### src/rtl/adc_capture_pkg.sv
// Shared state encoding and default parameter values for the ADC capture packer.
package adc_capture_pkg;

  localparam int LANES_DEF  = 6;
  localparam int SAMP_W_DEF = 16;
  localparam int SPW_DEF    = 4;
  localparam int CNT_W_DEF  = 16;
  localparam int ERR_W      = 16;

  typedef enum logic [1:0] {
    ST_IDLE    = 2'd0,
    ST_ARMED   = 2'd1,
    ST_CAPTURE = 2'd2,
    ST_DONE    = 2'd3
  } cap_state_e;

endpackage

### src/rtl/adc_ramp_check.sv
// Ramp integrity checker: each enabled sample must equal the previous one plus one.
// Built only when ADC_CAPTURE_RAMP_CHECK_EN is defined; the error count saturates.
module adc_ramp_check
  import adc_capture_pkg::*;
#(
  parameter int DW = 12
) (
  input  logic             clk,
  input  logic             rst_n,
  input  logic             clr_i,
  input  logic             en_i,
  input  logic [DW-1:0]    data_i,
  output logic [ERR_W-1:0] err_cnt_o
);

  logic [DW-1:0]    prev_q;
  logic             seen_q;
  logic [ERR_W-1:0] err_q;

  always_ff @(posedge clk or negedge rst_n) begin
    if (!rst_n) begin
      prev_q <= '0;
      seen_q <= 1'b0;
      err_q  <= '0;
    end else if (clr_i) begin
      seen_q <= 1'b0;
      err_q  <= '0;
    end else if (en_i) begin
      prev_q <= data_i;
      seen_q <= 1'b1;
      if (seen_q && (data_i != prev_q + DW'(1)) && (err_q != '1))
        err_q <= err_q + ERR_W'(1);
    end
  end

  assign err_cnt_o = err_q;

endmodule

### src/rtl/adc_capture_pack.sv
// DDR ADC capture: forms samples from rising/falling lane bits and packs SPW per word.
// Optional ramp checker enabled by defining ADC_CAPTURE_RAMP_CHECK_EN.
//   state   | meaning
//   IDLE    | waiting for arm
//   ARMED   | armed, waiting for trig
//   CAPTURE | packing samples into words
//   DONE    | cap_len words written, waiting for arm low
module adc_capture_pack
  import adc_capture_pkg::*;
#(
  parameter int LANES  = LANES_DEF,
  parameter int SAMP_W = SAMP_W_DEF,
  parameter int SPW    = SPW_DEF,
  parameter int CNT_W  = CNT_W_DEF
) (
  input  logic                  dco,
  input  logic                  rst_n,
  input  logic [LANES-1:0]      dr,
  input  logic [LANES-1:0]      df,
  input  logic                  arm,
  input  logic                  trig,
  input  logic                  abort,
  input  logic [CNT_W-1:0]      cap_len,
  output logic [SAMP_W*SPW-1:0] wr_data,
  output logic                  wr_valid,
  output logic                  busy,
  output logic                  done,
  output logic [ERR_W-1:0]      err_cnt
);

  localparam int HALF_W = SAMP_W / 2;
  localparam int WORD_W = SAMP_W * SPW;
  localparam int SLOT_W = (SPW > 1) ? $clog2(SPW) : 1;

  cap_state_e        state_q;
  logic [LANES-1:0]  df_d_q;
  logic [WORD_W-1:0] acc_q;
  logic [WORD_W-1:0] wr_data_q;
  logic              wr_valid_q;
  logic              busy_q;
  logic              done_q;
  logic [SLOT_W-1:0] slot_q;
  logic [CNT_W-1:0]  wcnt_q;
  logic [CNT_W-1:0]  cap_len_q;

  logic [SAMP_W-1:0] samp_d;
  logic [WORD_W-1:0] acc_d;
  logic [CNT_W-1:0]  wcnt_d;

  assign samp_d = {HALF_W'(dr), HALF_W'(df_d_q)};
  // Shifting left keeps the oldest sample of the word in the top slot.
  assign acc_d  = (acc_q << SAMP_W) | WORD_W'(samp_d);
  assign wcnt_d = wcnt_q + CNT_W'(1);

  always_ff @(posedge dco or negedge rst_n) begin
    if (!rst_n) begin
      state_q    <= ST_IDLE;
      df_d_q     <= '0;
      acc_q      <= '0;
      wr_data_q  <= '0;
      wr_valid_q <= 1'b0;
      busy_q     <= 1'b0;
      done_q     <= 1'b0;
      slot_q     <= '0;
      wcnt_q     <= '0;
      cap_len_q  <= '0;
    end else begin
      df_d_q     <= df;
      wr_valid_q <= 1'b0;
      case (state_q)
        ST_IDLE: begin
          if (arm) begin
            state_q <= ST_ARMED;
            busy_q  <= 1'b1;
          end
        end
        ST_ARMED: begin
          if (abort || !arm) begin
            state_q <= ST_IDLE;
            busy_q  <= 1'b0;
          end else if (trig) begin
            state_q   <= ST_CAPTURE;
            cap_len_q <= cap_len;
            slot_q    <= '0;
            wcnt_q    <= '0;
          end
        end
        ST_CAPTURE: begin
          if (abort) begin
            state_q <= ST_IDLE;
            busy_q  <= 1'b0;
          end else begin
            acc_q <= acc_d;
            if (slot_q == SLOT_W'(SPW - 1)) begin
              slot_q     <= '0;
              wr_data_q  <= acc_d;
              wr_valid_q <= 1'b1;
              wcnt_q     <= wcnt_d;
              if ((cap_len_q != '0) && (wcnt_d == cap_len_q)) begin
                state_q <= ST_DONE;
                busy_q  <= 1'b0;
                done_q  <= 1'b1;
              end
            end else begin
              slot_q <= slot_q + SLOT_W'(1);
            end
          end
        end
        ST_DONE: begin
          if (abort || !arm) begin
            state_q <= ST_IDLE;
            done_q  <= 1'b0;
          end
        end
        default: begin
          state_q <= ST_IDLE;
          busy_q  <= 1'b0;
          done_q  <= 1'b0;
        end
      endcase
    end
  end

  assign wr_data  = wr_data_q;
  assign wr_valid = wr_valid_q;
  assign busy     = busy_q;
  assign done     = done_q;

`ifdef ADC_CAPTURE_RAMP_CHECK_EN
  logic ramp_clr;
  logic ramp_en;

  assign ramp_clr = (state_q == ST_IDLE) && arm;
  assign ramp_en  = (state_q == ST_CAPTURE);

  adc_ramp_check #(
    .DW (2 * LANES)
  ) u_ramp_check (
    .clk       (dco),
    .rst_n     (rst_n),
    .clr_i     (ramp_clr),
    .en_i      (ramp_en),
    .data_i    ({dr, df_d_q}),
    .err_cnt_o (err_cnt)
  );
`else
  assign err_cnt = '0;
`endif

endmodule

### config.mk
export PLATFORM = sky130hd
export DESIGN_NAME = adc_capture_pack
export DESIGN_NICKNAME = d
export VERILOG_FILES = /design/src/rtl/adc_capture_pkg.sv /design/src/rtl/adc_ramp_check.sv /design/src/rtl/adc_capture_pack.sv
export SDC_FILE = /design/constraint.sdc
export NUM_CORES = 1
export LEC_CHECK = 0
export ABC_AREA = 1
export BUFFER_PORTS_ARGS = -buffer_cell sky130_fd_sc_hd__buf_2
export CORE_UTILIZATION = 39
export DETAILED_ROUTE_END_ITERATION = 10
export PLACE_DENSITY = 0.58
export SETUP_SLACK_MARGIN = 0.5
export SLEW_MARGIN = 20
export SYNTH_ARGS = -nofsm -noshare
export SYNTH_HDL_FRONTEND = slang
export SYNTH_HIERARCHICAL = 1
export SYNTH_SLANG_ARGS = --single-unit
export TNS_END_PERCENT = 20
### constraint.sdc
create_clock -name dco -period 4.3 [get_ports dco]
set_input_delay 0.215 -clock dco [delete_from_list [all_inputs] [get_ports dco]]
set_output_delay 0.215 -clock dco [all_outputs]
set_load 0.03 [all_outputs]
==> results of run 1 <==
==> metal layers <==
layer  wire length (µm)  global-route usage (%)
met5                  0                       0
met4                226                    7.65
met3                487                    4.29
met2               6180                    27.9
met1               6380                    25.1
==> worst paths after layout <==
kind | endpoint | slack (ns) | cells past startpoint
worst max-delay path | wr_data[41] | 1.58 | 10
worst min-delay path | wr_data[8] | 0.01 | 3
worst max register to register | wr_data[41] | 1.58 | 10
worst min register to register | busy | 0.47 | 2
max in group asynchronous | wr_data[45] | 2.88 | 3
min in group asynchronous | wcnt_q[7] | 0.36 | 2
==> cell usage after synthesis <==
master,number
xor2_1,3
nand2_2,7
buf_2,5
o22ai_1,7
xnor2_1,1
ha_1,8
a21oi_1,14
nand2_4,2
clkbuf_1,15
nand3_2,3
a32o_1,1
nor3_1,2
inv_1,73
nand4_1,10
o21ai_1,3
or2_2,1
nor2_8,2
nor2_2,5
nand3_1,38
mux2_2,5
inv_2,1
and2_1,1
nor2_1,38
o21ai_2,1
nor2_4,5
dfrtp_1,129
clkbuf_8,1
o21ai_0,72
xnor3_1,1
nand2_1,205
buf_4,32
conb_1,1
nand3_4,1
==> sequential cells by signal, indices dropped and copies added, names as in the netlist <==
name       count
wr_data       48
acc_q         36
cap_len_q     16
wcnt_q        16
df_d_q         6
slot_q         2
state_q        2
busy           1
done           1
wr_valid       1
==> where the power goes <==
group | internal [µW] | switching, µW | total, µW
clock network | 936 | 568 | 1500
logic | 277 | 508 | 785
registers | 1510 | 174 | 1690
==> placed cells by master, fill, tap and decap left out, types with 8 or more instances in the layout <==
master / instances
dfrtp_1: 129
nor2_1: 36
a21oi_1: 14
nand3_1: 38
o21ai_0: 72
clkbuf_16: 17
ha_1: 8
nand2_1: 205
buf_2: 82
nand4_1: 10
inv_1: 72
conb_1: 32
==> critical path, delay by kind of cell, from the launching register on <==
kind / cells / cell delay, ns
AO/OA/AOI/OAI: 1 / 0.18
adder cells (fa/ha/maj): 1 / 0.25
buffers and inverters: 6 / 1.60
flip-flops: 1 / 0.42
AND/OR/NAND/NOR: 2 / 0.09
==> cell families after synthesis <==
group,count (synthesis)
and+or+nand+nor,320
buffers and inverters,127
other,1
adders and majority gates,8
DFF,129
AOI/OAI and AO/OA,98
xor gates and xnor gates,5
muxes,5
==> area by class of cell <==
| cell class | instances | share of cell area, % |
|---|---|---|
| sequential | 129 | 45.1 |
| multi-input combinational | 468 | 31.9 |
| timing repair buffer | 95 | 7.34 |
| clock buffer | 18 | 6.14 |
| inverter | 74 | 3.88 |
| tap | 184 | 3.22 |
| clock inverter | 14 | 2.46 |
==> stage by stage <==
| step | hold WS, ns | utilization [%] |
|---|---|---|
| after CTS | 0.00126 | 48.5 |
| after detailed placement | 0.284 | 43.9 |
| after global placement | 0.281 | 43.9 |
| after floorplan | -0.0806 | - |
| final | 0.0147 | 48.5 |
| after global routing | 0.0165 | 48.5 |
==> results.cfg, run 1 <==
[floorplanning]
dieArea_mm2 = 0.0159
die_w_um = 126
fp.dieH_um = 126
io_pins = 116
rows = 44
core_area_mm2 = 0.0148
start_util_pct = 40.6

[job]
cap_violations = 0

[timing]
final_hold_viol_count = 0
worst_slack_ns = 1.58
fin_crit_ns = 2.72
setup_tns_ns = 0
slew_violations = 0
worst_pin_slew_ns = 0.686
finalCritPeriodShare_pct = 63.2
skew_ns = 0.00983
setup_viol = 0
rsz0062_at_grt = false
fmax_ghz = 0.368
relSlewSlack_pct = 54.2

[clock_tree]
clk_pin_slew_ns = 0.06
ctsResizeCount = 0
clkLatencyLatePin_ns = 0.42
cts_htree_levels = 4
numCtsBuffers = 17
clock_path_buffers = 2
cts_tree = built
post-cts-setup-buffer-count = 0
cts-hold-fix-buffers = 7
cts_root_buf = clkbuf_16
cts_num_sinks = 129

[placed_design]
place.port_buffers = 83
dp_cells = 943
placed_cell_area_mm2 = 0.00647
dp_slack_ns = 1.58
dp_hpwl_mm = 9.29
gp_congestion = 0.807

[global_routing]
grt_pass1_wl_mm = 22.7
grt.overflow.total = 0
grt_max_degree = 70
grt_pass1_vias = 4517
grt_usage_pct = 18.3
antenna_found_initial = 0

[worst_setup_path]
critPathLaunchType = register
cp_max_fo = 69
slowest_stage = buf_4
crit_path_end_kind = register
criticalPathCategory = reg2reg
r2r-start = state_q[0]
critPathRequiredTime_ns = 4.57
worstSetupStartpoint = state_q[0]
cpPeakStageDelay_ns = 0.54
crit_chain = inv_1 > ha_1 > inv_1 > nor2_4 > inv_1 > nor2_2 > buf_4 > inv_2 > buf_4 > o21ai_0
cp_data_arrival_time_ns = 2.98
crit_path_frequent_cell = inv_1

[power_and_ir_drop]
power_density_mw_per_mm2 = 555
power_uw = 3980
leakage_uw = 0.00370
vdd_ir_drop_max_mv = 0.303

[route]
drt_iter0_drc = 215
post_drt_wl_per_cell_um = 13.5
first_pass_iters = 4
final_antenna_net_count = 0
routed_wl_mm = 13.3
vias = 4645
via_per_inst = 4.73
post-route-drc-count = 0

[run_status]
outcome = complete, no violations

[cells_and_area]
drive_above_1_share_pct = 19.5
fill_cells = 1408
instances_no_fill = 982
synthToLayoutAreaGrowth_pct = 19.4
regArea_mm2 = 0.00323
stdcell_area_mm2 = 0.00716
multiInputGateArea_mm2 = 0.00228
nets = 826
n_antenna_cell = 0

[synth]
netlist.area_leader.share_pct = 53.8
yosysWarnings = 6
synth_top_family_by_area = simple AND/OR/NAND/NOR gates
synth-xor-area-share_pct = 0.960
yosysSeqAreaShare_pct = 53.8
synthSimpleGateAreaFrac_pct = 23.8
synth.area.mux_share_pct = 0.939
synth_area_leaders = dfrtp_1, nand2_1, o21ai_0
synthAdderAreaFrac_pct = 1.67
syn_area_mm2 = 0.00600
avgSynthCellArea_um2 = 8.65
synth_seq_cells = 129
synth_compound_area_share_pct = 8.47
synthCells = 693
synth_cell_types = 33
synth_top_cell_by_area = dfrtp_1

[hold_path]
hp-start = dr[0]
hp-class = in2reg
No activity file was read; power rests on OpenSTA's default activity.
==> run 2, diff against run 1 <==
PLACE_DENSITY = 0.6   (was 0.58)
clock period = 2.25 ns   (was 4.3 ns; I/O delays follow)
==> run 2 against run 1 <==
Against the previous run: routed wire length up 9.6%; largest power group unchanged; critical endpoint is now busy; core utilization rose by 3.4 points; global-route usage is 0.38 points higher; first-iteration DRC count grew 70%; non-clock buffer count up 40; critical path depth increased by 3.
==> results.cfg, run 2 (synthesized netlist as in run 1, its figures left out) <==
[run_status]
outcome = complete, no violations

[job]
cap_violations = 0

[cells_and_area]
layout_commonest_cell = nand2_1
layout_common_cells = nand2_1, dfrtp_1, buf_2, inv_1, o21ai_0
synthToLayoutAreaGrowth_pct = 27.7
drive_above_1_share_pct = 23.2
nets = 867
largest_register_ff_count = 48
n_antenna_cell = 0

[clock_tree]
numCtsBuffers = 17
cts_root_buf = clkbuf_16
cts_tree = built
clk_pin_slew_ns = 0.06
cts_num_sinks = 129
clock_path_buffers = 2
clkLatencyLatePin_ns = 0.42
cts_htree_levels = 4

[route]
post-route-drc-count = 0
drt_iter0_drc = 366
first_pass_iters = 5
post_drt_wl_per_cell_um = 14.2
final_antenna_net_count = 0
vias = 4930
via_per_inst = 4.82
routed_wl_mm = 14.5

[global_routing]
grt_pass1_vias = 4819
grt_usage_pct = 18.7
antenna_found_initial = 0
grt_pass1_wl_mm = 23.2
grt.overflow.total = 0
grt_max_degree = 74

[timing]
relSlewSlack_pct = 56.9
slew_violations = 0
rsz0062_at_grt = true
setup_tns_ns = 0
worst_pin_slew_ns = 0.642
fin_crit_ns = 2.10
fmax_ghz = 0.477
final_hold_viol_count = 0
hold_ws_ns = 0.142
skew_ns = 0.0118
finalCritPeriodShare_pct = 93.2
setup_viol = 0

[worst_setup_path]
cp_max_fo = 5
cp_data_arrival_time_ns = 2.45
r2r-start = wcnt_q[8]
critPathLaunchType = register
criticalPathCategory = reg2reg
worstSetupStartpoint = wcnt_q[8]
crit_path_end_kind = register
critPathRequiredTime_ns = 2.60

[floorplanning]
io_pins = 116
core_area_mm2 = 0.0148
rows = 44
fp.dieH_um = 126
dieArea_mm2 = 0.0159
die_w_um = 126
start_util_pct = 40.6

[power_and_ir_drop]
switchingPower_uw = 2480
internal-power_uw = 5150
power_density_mw_per_mm2 = 997
combPwrFrac_pct = 21.8
pwr-share-clk_pct = 35.7
leakage_uw = 0.00391
vdd_ir_drop_max_mv = 0.584
seqPwrFrac_pct = 42.4
sw_frac_of_total_pct = 32.5

[hold_path]
hp-class = in2reg
hp-start = trig

[placed_design]
dp_hpwl_mm = 9.30
place.port_buffers = 83
gp_congestion = 0.873
==> run 2: final timing paths <==
path | depth (start not counted) | slack, ns | to
min in group asynchronous | 2 | 0.26 | wcnt_q[12]
worst max register to register | 13 | 0.15 | busy
worst min register to register | 2 | 0.46 | wr_data[13]
worst min-delay path | 4 | 0.14 | slot_q[1]
max in group asynchronous | 3 | 1.31 | wcnt_q[14]
worst max-delay path | 13 | 0.15 | busy
==> run 2: worst max-delay path, stage by stage (launching register included) <==
cell	delay (ns)
dfrtp_1	0.45
nand2_1	0.15
nor2_2	0.21
nand4_1	0.17
nand3_1	0.13
nand2_1	0.07
nor2_1	0.17
nand2_2	0.09
nor2_4	0.13
nand3_2	0.10
nand2_4	0.11
buf_4	0.12
nand3_1	0.05
nand2_1	0.08
==> run 2: final cells by class <==
cell class / instances / area, µm²
fillers: 1383 / 7100
repair buffers: 135 / 957
well taps: 184 / 230
flip-flops and latches: 129 / 3230
inverters: 74 / 283
clock inverters: 14 / 155
multi-input cells: 469 / 2370
clock buffers: 18 / 429
==> run 2: repair_timing <==
item,4_1_cts,5_1_grt
endpoints found under the hold margin,76,0
resized for setup,10,25
setup buffers,6,5
gates cloned,1,3
pin swaps,8,13
hold buffers,29,0
setup endpoints to repair,69,102
==> run 2: power by group through the flow <==
stage	Clock, µW	Combinational (µW)	Sequential [µW]
floorplan	0	1070	3270
global placement	0	1470	3250
detailed placement	0	1530	3270
CTS	2790	1650	3230
global route	2890	1900	3310
finish	2730	1670	3240
==> run 2: routing by layer <==
metal | global-route usage [%] | vias to the layer above | share of wire (%)
li1 | - | 2404 | -
met5 | 0 | - | 0
met1 | 24.4 | 2355 | 46
met3 | 5.65 | 13 | 5.2
met4 | 5.88 | 0 | 1.0
met2 | 29.8 | 158 | 48
==> run 2: stage by stage <==
step | std cells | utilization [%] | setup WS [ns] | cell area, µm² | total power, µW
final | 1023 | 51.9 | 0.152 | 7660 | 7630
after global routing | 1023 | 51.9 | 0.0426 | 7660 | 8100
after CTS | 1015 | 50.8 | 0.222 | 7500 | 7670
after detailed placement | 947 | 44.4 | 0.198 | 6550 | 4810
after global placement | 947 | 44.4 | 0.314 | 6550 | 4730
after floorplan | 724 | - | 0.456 | 6130 | 4340
